$ cat src/rtl/pong_game_ctrl.sv
// pong_game_ctrl - game-flow sequencer for the pong design.
// Walks IDLE -> SERVE -> PLAY -> POINT/OVER, keeps a two-digit BCD score,
// the remaining lives and the speed level, and gates ball motion (run_en).
// Optional feature macro: PONG_SPEEDUP_EN builds the paddle-hit counter that
// raises level; when it is undefined, level is tied to 0.
module pong_game_ctrl #(
  parameter int LIVES          = 3,
  parameter int SERVE_FRAMES   = 60,
  parameter int POINT_FRAMES   = 30,
  parameter int HITS_PER_LEVEL = 5,
  parameter int MAX_LEVEL      = 3
) (
  input  logic       clk,
  input  logic       reset,
  input  logic       ready_button,
  input  logic       frame_tick,
  input  logic       ball_hit,
  input  logic       ball_miss,
  output logic [2:0] state,
  output logic       run_en,
  output logic       ball_reset,
  output logic [7:0] score_bcd,
  output logic [2:0] lives,
  output logic [1:0] level,
  output logic       game_over
);

  localparam logic [2:0] ST_IDLE  = 3'd0;
  localparam logic [2:0] ST_SERVE = 3'd1;
  localparam logic [2:0] ST_PLAY  = 3'd2;
  localparam logic [2:0] ST_POINT = 3'd3;
  localparam logic [2:0] ST_OVER  = 3'd4;

  localparam logic [2:0] LIVES_INIT = 3'(LIVES);
  localparam logic [7:0] SERVE_LAST = 8'(SERVE_FRAMES - 1);
  localparam logic [7:0] POINT_LAST = 8'(POINT_FRAMES - 1);

  // Reject parameter sets the counters and output widths cannot represent.
  if (LIVES < 1 || LIVES > 7 || SERVE_FRAMES < 1 || SERVE_FRAMES > 255 ||
      POINT_FRAMES < 1 || POINT_FRAMES > 255 || HITS_PER_LEVEL < 1 ||
      HITS_PER_LEVEL > 256 || MAX_LEVEL < 0 || MAX_LEVEL > 3) begin : g_param_check
    $error("pong_game_ctrl: parameter out of range");
  end

  logic       r_sync1, r_sync2, r_btn_prev;
  logic [1:0] r_fill;
  logic [2:0] r_state;
  logic       r_entry;
  logic [7:0] r_cnt;
  logic [7:0] r_score;
  logic [2:0] r_lives;
  logic       r_run_en, r_ball_reset, r_game_over;

  logic       w_start, w_game_start, w_tick_counted, w_state_change;
  logic       w_lose_life, w_scored;
  logic [2:0] w_next_state;
  logic [7:0] w_score_inc;

  // Synchronise the button and keep its last settled value for edge detection.
  // The synchronizer emits reset zeros for two cycles; the edge flop keeps its
  // reset value of 1 until real samples reach r_sync2, so a button held
  // through reset never looks like a fresh press.
  always_ff @(posedge clk) begin
    // NOTE: sequential state uses non-blocking assignments so every flop
    // samples pre-edge values, independent of statement order.
    if (reset) begin
      r_sync1    <= 1'b0;
      r_sync2    <= 1'b0;
      r_fill     <= 2'b00;
      r_btn_prev <= 1'b1;
    end else begin
      r_sync1 <= ready_button;
      r_sync2 <= r_sync1;
      r_fill  <= {r_fill[0], 1'b1};
      if (r_fill[1]) r_btn_prev <= r_sync2;
    end
  end

  assign w_start        = r_sync2 & ~r_btn_prev;
  assign w_game_start   = w_start & ((r_state == ST_IDLE) | (r_state == ST_OVER));
  assign w_tick_counted = frame_tick & ~r_entry;
  assign w_lose_life    = (r_state == ST_PLAY) & ball_miss & (r_lives != 3'd0);
  assign w_scored       = (r_state == ST_PLAY) & ball_hit & ~ball_miss;
  assign w_state_change = (w_next_state != r_state);

  // Next-state decode for the game flow.
  always_comb begin
    // NOTE: default first so every path assigns w_next_state and no latch forms.
    w_next_state = r_state;
    case (r_state)
      ST_IDLE, ST_OVER: if (w_start) w_next_state = ST_SERVE;
      ST_SERVE: if (w_tick_counted && r_cnt == SERVE_LAST) w_next_state = ST_PLAY;
      ST_PLAY:  if (ball_miss) w_next_state = (r_lives <= 3'd1) ? ST_OVER : ST_POINT;
      ST_POINT: if (w_tick_counted && r_cnt == POINT_LAST) w_next_state = ST_SERVE;
      default:  w_next_state = ST_IDLE;
    endcase
  end

  // Two-digit BCD increment that saturates at 99.
  always_comb begin
    w_score_inc = r_score;
    if (r_score == 8'h99)
      w_score_inc = 8'h99;
    else if (r_score[3:0] == 4'd9)
      w_score_inc = {r_score[7:4] + 4'd1, 4'd0};
    else
      w_score_inc = {r_score[7:4], r_score[3:0] + 4'd1};
  end

  // Game state, frame counter, score and lives; outputs registered from next state.
  always_ff @(posedge clk) begin
    if (reset) begin
      r_state      <= ST_IDLE;
      r_entry      <= 1'b0;
      r_cnt        <= 8'd0;
      r_score      <= 8'h00;
      r_lives      <= LIVES_INIT;
      r_run_en     <= 1'b0;
      r_ball_reset <= 1'b0;
      r_game_over  <= 1'b0;
    end else begin
      r_state      <= w_next_state;
      r_entry      <= w_state_change;
      r_run_en     <= (w_next_state == ST_PLAY);
      r_game_over  <= (w_next_state == ST_OVER);
      r_ball_reset <= w_state_change && (w_next_state == ST_SERVE);

      // The first cycle in a state is flagged by r_entry so a tick there is skipped.
      if (w_state_change)
        r_cnt <= 8'd0;
      else if ((r_state == ST_SERVE || r_state == ST_POINT) && w_tick_counted)
        r_cnt <= r_cnt + 8'd1;

      // A miss takes priority over a simultaneous hit.
      if (w_game_start) begin
        r_score <= 8'h00;
        r_lives <= LIVES_INIT;
      end else if (w_lose_life) begin
        r_lives <= r_lives - 3'd1;
      end else if (w_scored) begin
        r_score <= w_score_inc;
      end
    end
  end

`ifdef PONG_SPEEDUP_EN
  localparam logic [7:0] HIT_LAST  = 8'(HITS_PER_LEVEL - 1);
  localparam logic [1:0] LEVEL_CAP = 2'(MAX_LEVEL);

  logic [7:0] r_hit_cnt;
  logic [1:0] r_level;

  // Count paddle hits and step the speed level, saturating at LEVEL_CAP.
  always_ff @(posedge clk) begin
    if (reset || w_game_start) begin
      r_hit_cnt <= 8'd0;
      r_level   <= 2'd0;
    end else if (w_scored) begin
      if (r_hit_cnt == HIT_LAST) begin
        r_hit_cnt <= 8'd0;
        if (r_level != LEVEL_CAP) r_level <= r_level + 2'd1;
      end else begin
        r_hit_cnt <= r_hit_cnt + 8'd1;
      end
    end
  end

  assign level = r_level;
`else
  assign level = 2'd0;
`endif

  assign state      = r_state;
  assign run_en     = r_run_en;
  assign ball_reset = r_ball_reset;
  assign score_bcd  = r_score;
  assign lives      = r_lives;
  assign game_over  = r_game_over;

endmodule

$ cat config.mk
export PLATFORM = sky130hd
export DESIGN_NAME = pong_game_ctrl
export DESIGN_NICKNAME = d
export VERILOG_FILES = /design/src/rtl/pong_game_ctrl.sv
export SDC_FILE = /design/constraint.sdc
export NUM_CORES = 1
export LEC_CHECK = 0
export BUFFER_PORTS_ARGS = -buffer_cell sky130_fd_sc_hd__buf_2
export CORE_ASPECT_RATIO = 2
export CORE_MARGIN = 2
export CORE_UTILIZATION = 43
export DETAILED_ROUTE_END_ITERATION = 8
export GPL_TIMING_DRIVEN = 0
export SLEW_MARGIN = 20
export SYNTH_ARGS = -nofsm -noshare
export SYNTH_HDL_FRONTEND = slang
export SYNTH_SLANG_ARGS = --single-unit
$ cat constraint.sdc
create_clock -name clk -period 2.7 [get_ports clk]
set_clock_uncertainty 0.05 [all_clocks]
set_input_delay 0.135 -clock clk [delete_from_list [all_inputs] [get_ports clk]]
set_output_delay 0.135 -clock clk [all_outputs]
set_load 0.05 [all_outputs]
==> results.yml, run 1 <==
final_layout:
  areaGrowthSynthToFinish_pct: 17.88
  post-route-util_pct: 52.89
  num-nets-final: 220
  final_cell_count_no_fill: 256
  diodes: 0
  drive_gt1_share_pct: 20.19
worst_setup_path:
  path_max_fanout: 4
  crit_required_ns: 2.85
  crit_type: "flip-flop to flip-flop"
  cp.arrival_ns: 2.26
  crit_path_end_kind: "flip-flop"
  cp-start-kind: "flip-flop"
yosys:
  synthMostInstantiatedCell: "dfxtp_1"
  ys_top_cells_by_area: "dfxtp_1 40%, ha_1 5.7%, nand2_1 4.4%"
  synth_seq_cells: 31
  synthesis.area_um2: 1533
  synth_edf_count: 0
  synth_top_family_by_area: "simple AND/OR/NAND/NOR gates"
  ys_seq_area_share_pct: 40.49
  synth_xor_area_share_pct: 5.143
  synth_cells: 177
  async_reset_ff_share_pct: 0
  synth_common_cells: "31 x dfxtp_1, 18 x nand2_1, 16 x nor2_1"
  synth-main-ff-cell: "dfxtp_1"
  synth.distinct_cells: 42
  synth_top_area_share_pct: 40.49
  synthAdderAreaFrac_pct: 5.714
  synthSimpleGateAreaFrac_pct: 31.02
  synth_compound_area_share_pct: 10.78
  muxShareOfSynthArea_pct: 1.959
  syn_avg_cell_area_um2: 8.659
  ys_warn_count: 0
  synth_top_area_cell: "dfxtp_1"
placed_design:
  io_buffers: 22
  dp.cells: 248
  post-dp-hpwl_um: 2537
  place_congestion: 0.8740
global_route:
  grt_pass1_vias: 1294
  grt_max_degree: 11
  overflow: 0
  grt_usage_pct: 18.29
  grt_pass1_wl_um: 5409
  grt_antenna_before_repair: 0
power_and_ir_drop:
  vdd_drop_max_mv: 0.3831
  power.leakage_uw: 0.0007423
  power_density_nw_per_um2: 496.5
route:
  routed.top_layer: "met4"
  via_per_inst: 5.199
  vias: 1331
  antenna_left: 0
  drtIter0Drc: 30
  met1_length_um: 1167
  drc: 0
  dr_wl_met2_um: 1901
  drt-total-wl_um: 3255
  firstDrtPassIters: 4
  met3_length_um: 104
  avgRoutedWirePerCell_um: 12.71
die:
  num_rows: 30
  core-area_um2: 3416
  die_height_um: 88.43
  die_x_um: 46.22
  ioPinCount: 25
  die-area_um2: 4087
  start_util_pct: 44.87
clock_tree:
  postCtsHoldBufs: 0
  numCtsBuffers: 5
  tritoncts: "yes"
  htree_levels: 2
  cts_root_buffer: "clkbuf_8"
  cts_resized: 0
  post-cts-setup-buffers: 0
  clk_path_buf_depth: 2
  cts.clk_slew.worst_paths_ns: 0.06
  clkSinkCount: 31
  insertion_delay_ns: 0.28
timing:
  final_hold_viol_count: 0
  slew_viol_final: 0
  fmax_ghz: 0.4749
  finalSetupViolations: 0
  period_share_pct: 77.98
  grt_setup_unrepaired: "no"
  setup_tns_ns: 0
  period_needed_ns: 2.106
run:
  cap_violations: 0
status:
  status: "complete, no violations"
min_path:
  holdCritPathClass: "input port to flip-flop"
[logic make-up (layout without fill, tap and decap cells)]
group | count (synthesis) | after routing
and+or+nand+nor | 83 | 83
adders and majority gates | 7 | 7
AOI/OAI and AO/OA | 27 | 27
DFF | 31 | 31
buffers and inverters | 16 | 46
other | 1 | 2
xor gates and xnor gates | 9 | 9
muxes | 3 | 3
[per-layer routing]
metal  global-route usage [%]  vias up
met3                    3.673        8
met5                        0        -
li1                         -      684
met1                    15.11      609
met2                    35.73       30
met4                    10.91        0
[critical path: stages, from the launching register on]
cell     delay, ns
dfxtp_1       0.38
inv_1         0.10
ha_1          0.18
o21ba_2       0.25
nor3b_1       0.08
a211o_1       0.34
or4b_1        0.52
a21oi_1       0.14
[per-stage QoR]
step / area, um^2 / hold WS (ns) / setup WS (ns) / total power (uW)
floorplan: 1536 / 0.1566 / 0.3731 / 501.5
global placement: 1707 / 0.2932 / 0.6582 / 511.6
detailed placement: 1707 / 0.3021 / 0.6122 / 512.4
CTS: 1807 / 0.007369 / 0.5933 / 913.6
global route: 1807 / 0.04059 / 0.4475 / 941.1
finish: 1807 / 0.01640 / 0.5945 / 897.0
[path summary, 6_finish.rpt]
path                      from         end  slack (ns)  cells past startpoint
setup / recovery      lives[1]  ball_reset        0.59                      7
hold reg to reg        r_sync1     r_sync2        0.39                      1
setup reg to reg      lives[1]  ball_reset        0.59                      7
hold / removal    ready_button     r_sync1        0.02                      2
[cell type report]
class,instances,area (um^2)
Clock buffer,8,100.1
Fill cell,324,1609
Tap cell,48,60.06
Sequential cell,31,620.6
Inverter,8,30.03
Buffer,8,41.29
Multi-Input combinational cell,131,844.6
Timing Repair Buffer,22,110.1
[sequential cells by signal, summed over array words and instances, names as in the netlist]
register and flops:
r_btn_prev 1, r_sync1 1, r_sync2 1, score_bcd 8, r_entry 1, lives 3, r_cnt 8, ball_reset 1
run_en 1, r_fill 2, state 3, game_over 1
[power breakdown]
group	internal (uW)	switching, uW	total, uW	leakage, uW
registers	462	2.83	465	0.000251
logic	14.3	22.8	37.1	0.000440
clock network	232	163	395	0.0000515
total	709	188	897	0.000742
[cells in the final DEF (no fill, tap or decap), types with 4 or more instances in the layout]
cell,n
dfxtp_1,31
buf_2,24
nand2_1,18
nor2_1,16
a21oi_1,10
nor4_1,10
inv_1,8
ha_1,7
clkbuf_8,7
o21ai_0,6
xnor2_1,6
nor3_1,5
clkbuf_1,4
nor2b_1,4
nor3b_1,4
o211ai_1,4
(Power assumes the default switching activity.)
==> run 2, diff against run 1 <==
--- a/config.mk
+++ b/config.mk
@@ -5,12 +5,14 @@
 export SDC_FILE = /design/constraint.sdc
 export NUM_CORES = 1
 export LEC_CHECK = 0
+export ABC_AREA = 1
 export BUFFER_PORTS_ARGS = -buffer_cell sky130_fd_sc_hd__buf_2
 export CORE_ASPECT_RATIO = 2
 export CORE_MARGIN = 2
 export CORE_UTILIZATION = 43
 export DETAILED_ROUTE_END_ITERATION = 8
 export GPL_TIMING_DRIVEN = 0
+export PLACE_DENSITY = 0.66
 export SLEW_MARGIN = 20
 export SYNTH_ARGS = -nofsm -noshare
 export SYNTH_HDL_FRONTEND = slang
==> constraint.sdc (replaced) <==
create_clock -name clk -period 1.8 [get_ports clk]
set_clock_uncertainty 0.05 [all_clocks]
set_input_delay 0.09 -clock clk [delete_from_list [all_inputs] [get_ports clk]]
set_output_delay 0.09 -clock clk [all_outputs]
set_load 0.05 [all_outputs]
==> results.yml, run 2 <==
global_route:
  grt_antenna_before_repair: 0
  overflow: 0
  grt_pass1_wl_um: 4940
  grt_usage_pct: 16.20
  grt_max_degree: 10
  grt_pass1_vias: 1232
clock_tree:
  cts_root_buffer: "clkbuf_8"
  clk_path_buf_depth: 2
  post-cts-setup-buffers: 0
  clkSinkCount: 31
  insertion_delay_ns: 0.28
  htree_levels: 2
  cts_resized: 0
  tritoncts: "yes"
  numCtsBuffers: 5
  cts.clk_slew.worst_paths_ns: 0.07
route:
  drtIter0Drc: 10
  firstDrtPassIters: 4
  antenna_left: 0
  drc: 0
  via_per_inst: 4.575
  avgRoutedWirePerCell_um: 10.09
  vias: 1345
  drt-total-wl_um: 2966
min_path:
  hold-path-endpoint: "r_sync2"
  holdCritPathClass: "input port to flip-flop"
  worstHoldStart: "reset"
  whs_path_depth: 2
yosys:
  muxShareOfSynthArea_pct: 0
  synthesis.area_um2: 1599
  syn_avg_cell_area_um2: 7.437
  synth_common_cells: "38 x inv_1, 31 x dfxtp_1, 30 x nand2_1"
  ys_warn_count: 0
  ys_top_cells_by_area: "dfxtp_1 39%, inv_1 8.9%, nand2_1 7.0%"
  synthMostInstantiatedCell: "inv_1"
  synth_compound_area_share_pct: 9.390
  ys_seq_area_share_pct: 38.81
  synth_top_area_share_pct: 38.81
  synth.distinct_cells: 31
  synthAdderAreaFrac_pct: 5.477
  synth-main-ff-cell: "dfxtp_1"
  synth_seq_cells: 31
  synth_top_family_by_area: "simple AND/OR/NAND/NOR gates"
  synth_cells: 215
  async_reset_ff_share_pct: 0
  synthSimpleGateAreaFrac_pct: 30.67
  synth_xor_area_share_pct: 3.834
  synth_top_area_cell: "dfxtp_1"
  synth_edf_count: 0
placed_design:
  post-dp-hpwl_um: 2322
  dp_slack_ns: 0.2039
  io_buffers: 21
  place_congestion: 0.7657
final_layout:
  diodes: 0
  drive_gt1_share_pct: 25.31
  num-nets-final: 258
  layout_common_cells: "38 x inv_1, 30 x nand2_1, 30 x dfxtp_1"
  final_common_cell: "inv_1"
  fillers: 398
  areaGrowthSynthToFinish_pct: 16.82
die:
  die_height_um: 90.24
  ioPinCount: 25
  start_util_pct: 44.33
  core-area_um2: 3607
  num_rows: 31
  die-area_um2: 4252
  die_x_um: 47.12
worst_setup_path:
  worstReg2RegStart: "lives[1]"
  crit_path_end_kind: "flip-flop"
  worst-path-buf-inv: 2
  worstReg2RegEnd: "r_cnt[7]"
  crit_chain: "inv_1 -> ha_1 -> nand2_1 -> nand2_1 -> nand2_1 -> nand2_1 -> nand2_1 -> inv_1 -> o21ai_1 -> nand3_4 -> nor2_2"
  worst-r2r-cell-count: 11
  critical_path.startpoint: "lives[1]"
  cp-start-kind: "flip-flop"
  crit_required_ns: 1.97
  cpPeakStageDelay_ns: 0.33
  slowest_stage: "dfxtp_2"
  path_max_fanout: 8
  critical_path.top_delay_family: "simple AND/OR/NAND/NOR gates"
  cpMostUsedCell: "nand2_1"
  crit_type: "flip-flop to flip-flop"
  r2r_slack_ns: 0.20
  cp.arrival_ns: 1.77
timing:
  timing.final.ws_setup_ns: 0.2004
  period_needed_ns: 1.600
  final_hold_viol_count: 0
  finalSetupViolations: 0
  setup_tns_ns: 0
  grt_setup_unrepaired: "no"
  period_share_pct: 88.87
  fmax_ghz: 0.6251
  slew_viol_final: 0
power_and_ir_drop:
  power_density_nw_per_um2: 700.3
  power.leakage_uw: 0.0008744
  vdd_drop_max_mv: 0.4994
status:
  status: "complete, no violations"
run:
  cap_violations: 0
run 2: changes by cell type after synthesis, sizes merged, moves of 4 or more:
cell,previous run,this run
nor2b,4,0
xnor2,6,2
nand3,3,14
nor2,16,38
inv,8,43
o21ai,6,11
nor4,10,0
clkbuf,4,0
nand2,18,37
run 2: power breakdown:
| group | total (uW) | internal, uW | switching (uW) |
|---|---|---|---|
| logic | 66.6 | 21.3 | 45.3 |
| registers | 698 | 694 | 4.23 |
| clock network | 544 | 299 | 244 |
| total | 1310 | 1010 | 294 |
run 2: metrics by stage:
step / total power (uW) / cell area, um^2 / util [%] / hold slack [ns] / std cells
global placement: 778.1 / 1770 / 49.08 / 0.2407 / 286
finish: 1308 / 1868 / 51.79 / 0.02265 / 294
detailed placement: 779.3 / 1770 / 49.08 / 0.2496 / 286
floorplan: 763.7 / 1604 / - / 0.1470 / 216
global route: 1362 / 1868 / 51.79 / 0.05529 / 294
CTS: 1333 / 1868 / 51.79 / 0.02214 / 294
run 2: how the worst max path moves through the flow:
stage                 end  depth (start not counted)  slack, ns
2_1_floorplan    r_cnt[7]                          8       0.03
3_3_place_gp     r_cnt[6]                          9       0.24
3_5_place_dp     r_cnt[7]                         11       0.20
4_1_cts          r_cnt[7]                         11       0.19
5_1_grt        ball_reset                         10       0.07
6_report         r_cnt[7]                         11       0.20
run 2: what timing repair did:
action	CTS	global route
hold buffers	1	0
endpoints found under the hold margin	1	0
endpoints found under the setup margin	0	0
run 2: worst reg2reg max path: cells and delay by family (launching register included):
kind	cells	cell delay (ns)
compound gates	1	0.13
fa+ha+maj	1	0.19
buf+inv	2	0.14
flops	1	0.33
simple gates	7	0.70
run 2: per-layer routing:
| metal | wire length, um | global-route usage, % |
|---|---|---|
| met2 | 1652 | 29.11 |
| met4 | 82 | 8.333 |
| met5 | 0 | 0 |
| met3 | 97 | 4.217 |
| met1 | 1134 | 15.09 |
run 2: layout make-up:
type                       instances  area [um^2]  area share [%]
clock buffer                       6        82.58           4.421
buffer                             3        20.02           1.072
tap                               49        61.31           3.282
inverter                          44        165.2           8.841
clock inverter                     1        5.005          0.2679
sequential                        31        621.8           33.29
multi-input combinational        138        797.0           42.67
timing repair buffer              22        115.1           6.162
run 2: cell families after synthesis:
group	Yosys count
adder cells (fa/ha/maj)	7
other	1
XOR/XNOR	7
AO/OA/AOI/OAI	26
flip-flops	31
buffers and inverters	47
AND/OR/NAND/NOR	96
==> run 3, diff against run 2 <==
--- a/config.mk
+++ b/config.mk
@@ -9,10 +9,9 @@
 export BUFFER_PORTS_ARGS = -buffer_cell sky130_fd_sc_hd__buf_2
 export CORE_ASPECT_RATIO = 2
 export CORE_MARGIN = 2
-export CORE_UTILIZATION = 43
+export CORE_UTILIZATION = 35
 export DETAILED_ROUTE_END_ITERATION = 8
 export GPL_TIMING_DRIVEN = 0
-export PLACE_DENSITY = 0.66
 export SLEW_MARGIN = 20
 export SYNTH_ARGS = -nofsm -noshare
 export SYNTH_HDL_FRONTEND = slang
==> results.yml, run 3 (synthesis results as in run 2) <==
power_and_ir_drop:
  p_total_uw: 1303
  power_density_nw_per_um2: 695.1
  power.leakage_uw: 0.0008744
  vdd_drop_max_mv: 0.5505
timing:
  period_needed_ns: 1.582
  final_hold_viol_count: 0
  setup_tns_ns: 0
  finalSetupViolations: 0
  slew_viol_final: 0
  fmax_ghz: 0.6320
  grt_setup_unrepaired: "no"
  period_share_pct: 87.91
route:
  antenna_left: 0
  firstDrtPassIters: 4
  vias: 1347
  drc: 0
  avgRoutedWirePerCell_um: 10.05
  via_per_inst: 4.505
  drt-total-wl_um: 3005
  drtIter0Drc: 25
worst_setup_path:
  crit_required_ns: 1.96
  cp.arrival_ns: 1.75
  crit_type: "flip-flop to flip-flop"
  cp-start-kind: "flip-flop"
  path_max_fanout: 8
  crit_path_end_kind: "flip-flop"
global_route:
  grt_pass1_wl_um: 5064
  grt-busiest-layer: "met2"
  grt_usage_pct: 13.25
  grt_antenna_before_repair: 0
  overflow: 0
  use_met1_pct: 11.65
  grt_max_degree: 10
  use_met2_pct: 25.54
  grt_pass1_vias: 1230
  met3_usage_pct: 3.754
die:
  num_rows: 34
  start_util_pct: 36.49
  die-area_um2: 5158
  die_height_um: 99.59
  core-area_um2: 4382
  ioPinCount: 25
  die_x_um: 51.80
final_layout:
  areaGrowthSynthToFinish_pct: 17.21
  layout_common_cells: "38 x inv_1, 30 x nand2_1, 30 x dfxtp_1"
  fillers: 474
  final_common_cell: "inv_1"
  post-route-util_pct: 42.78
  num-nets-final: 258
  diodes: 0
  drive_gt1_share_pct: 25.31
  final_cell_count_no_fill: 299
placed_design:
  post-dp-hpwl_um: 2352
  dp.cells: 291
  io_buffers: 21
  place_congestion: 0.7535
run:
  cap_violations: 0
clock_tree:
  htree_levels: 2
  insertion_delay_ns: 0.28
  tritoncts: "yes"
  numCtsBuffers: 5
  clkSinkCount: 31
  cts_root_buffer: "clkbuf_8"
  cts.clk_slew.worst_paths_ns: 0.06
  clk_path_buf_depth: 2
  cts_resized: 0
min_path:
  holdCritPathClass: "input port to flip-flop"
status:
  status: "complete, no violations"
## run 3: cell counts in the layout (fill, tap and decap cells not counted)
No cell type changed its count.
## run 3: timing repair
action | CTS | global route
endpoints found under the hold margin | 1 | 0
hold buffers | 1 | 0
setup buffers | 0 | 0
setup endpoints to repair | 0 | 0
## run 3: worst paths after layout
path / from / to / slack, ns / cells after the start
worst max-delay path: lives[1] / r_cnt[3] / 0.22 / 11
worst min-delay path: reset / r_fill[1] / 0.04 / 2
worst min register to register: r_fill[0] / r_fill[1] / 0.35 / 2
worst max register to register: lives[1] / r_cnt[3] / 0.22 / 11
## run 3: area by class of cell
class | instances | area, um^2 | area share (%)
plain buffers | 3 | 20.02 | 1.068
clock buffers | 6 | 82.58 | 4.406
clock inverters | 1 | 5.005 | 0.2670
inverters | 44 | 165.2 | 8.812
multi-input cells | 138 | 797.0 | 42.52
flip-flops and latches | 31 | 621.8 | 33.18
well taps | 54 | 67.56 | 3.605
repair buffers | 22 | 115.1 | 6.141
## run 3: metal layers
metal,up-vias,wire length (um)
met4,0,58
met2,23,1679
li1,722,-
met3,5,121
met5,-,0
met1,597,1146
## run 3: critical path, stage by stage, from the launching register on
cell     delay, ns
dfxtp_2       0.33
inv_1         0.08
ha_1          0.18
nand2_1       0.07
nand2_1       0.08
nand2_1       0.08
nand2_1       0.06
nand2_1       0.09
inv_1         0.06
o21ai_1       0.12
nand3_4       0.19
nor2_2        0.12
## run 3: where the power goes
part	internal [uW]	total, uW	switching (uW)	leakage (uW)
Sequential	694	698	3.89	0.000251
Combinational	21.3	67.1	45.8	0.000577
Clock	299	538	239	0.0000470
## run 3: through the flow
step	hold slack, ns	instance area, um^2	worst slack, ns
5_1_grt	0.04001	1874	0.06239
3_3_place_gp	0.2414	1777	0.2288
6_report	0.03514	1874	0.2176
2_1_floorplan	0.1470	1604	0.02589
3_5_place_dp	0.2537	1777	0.2136
4_1_cts	0.02737	1874	0.1945
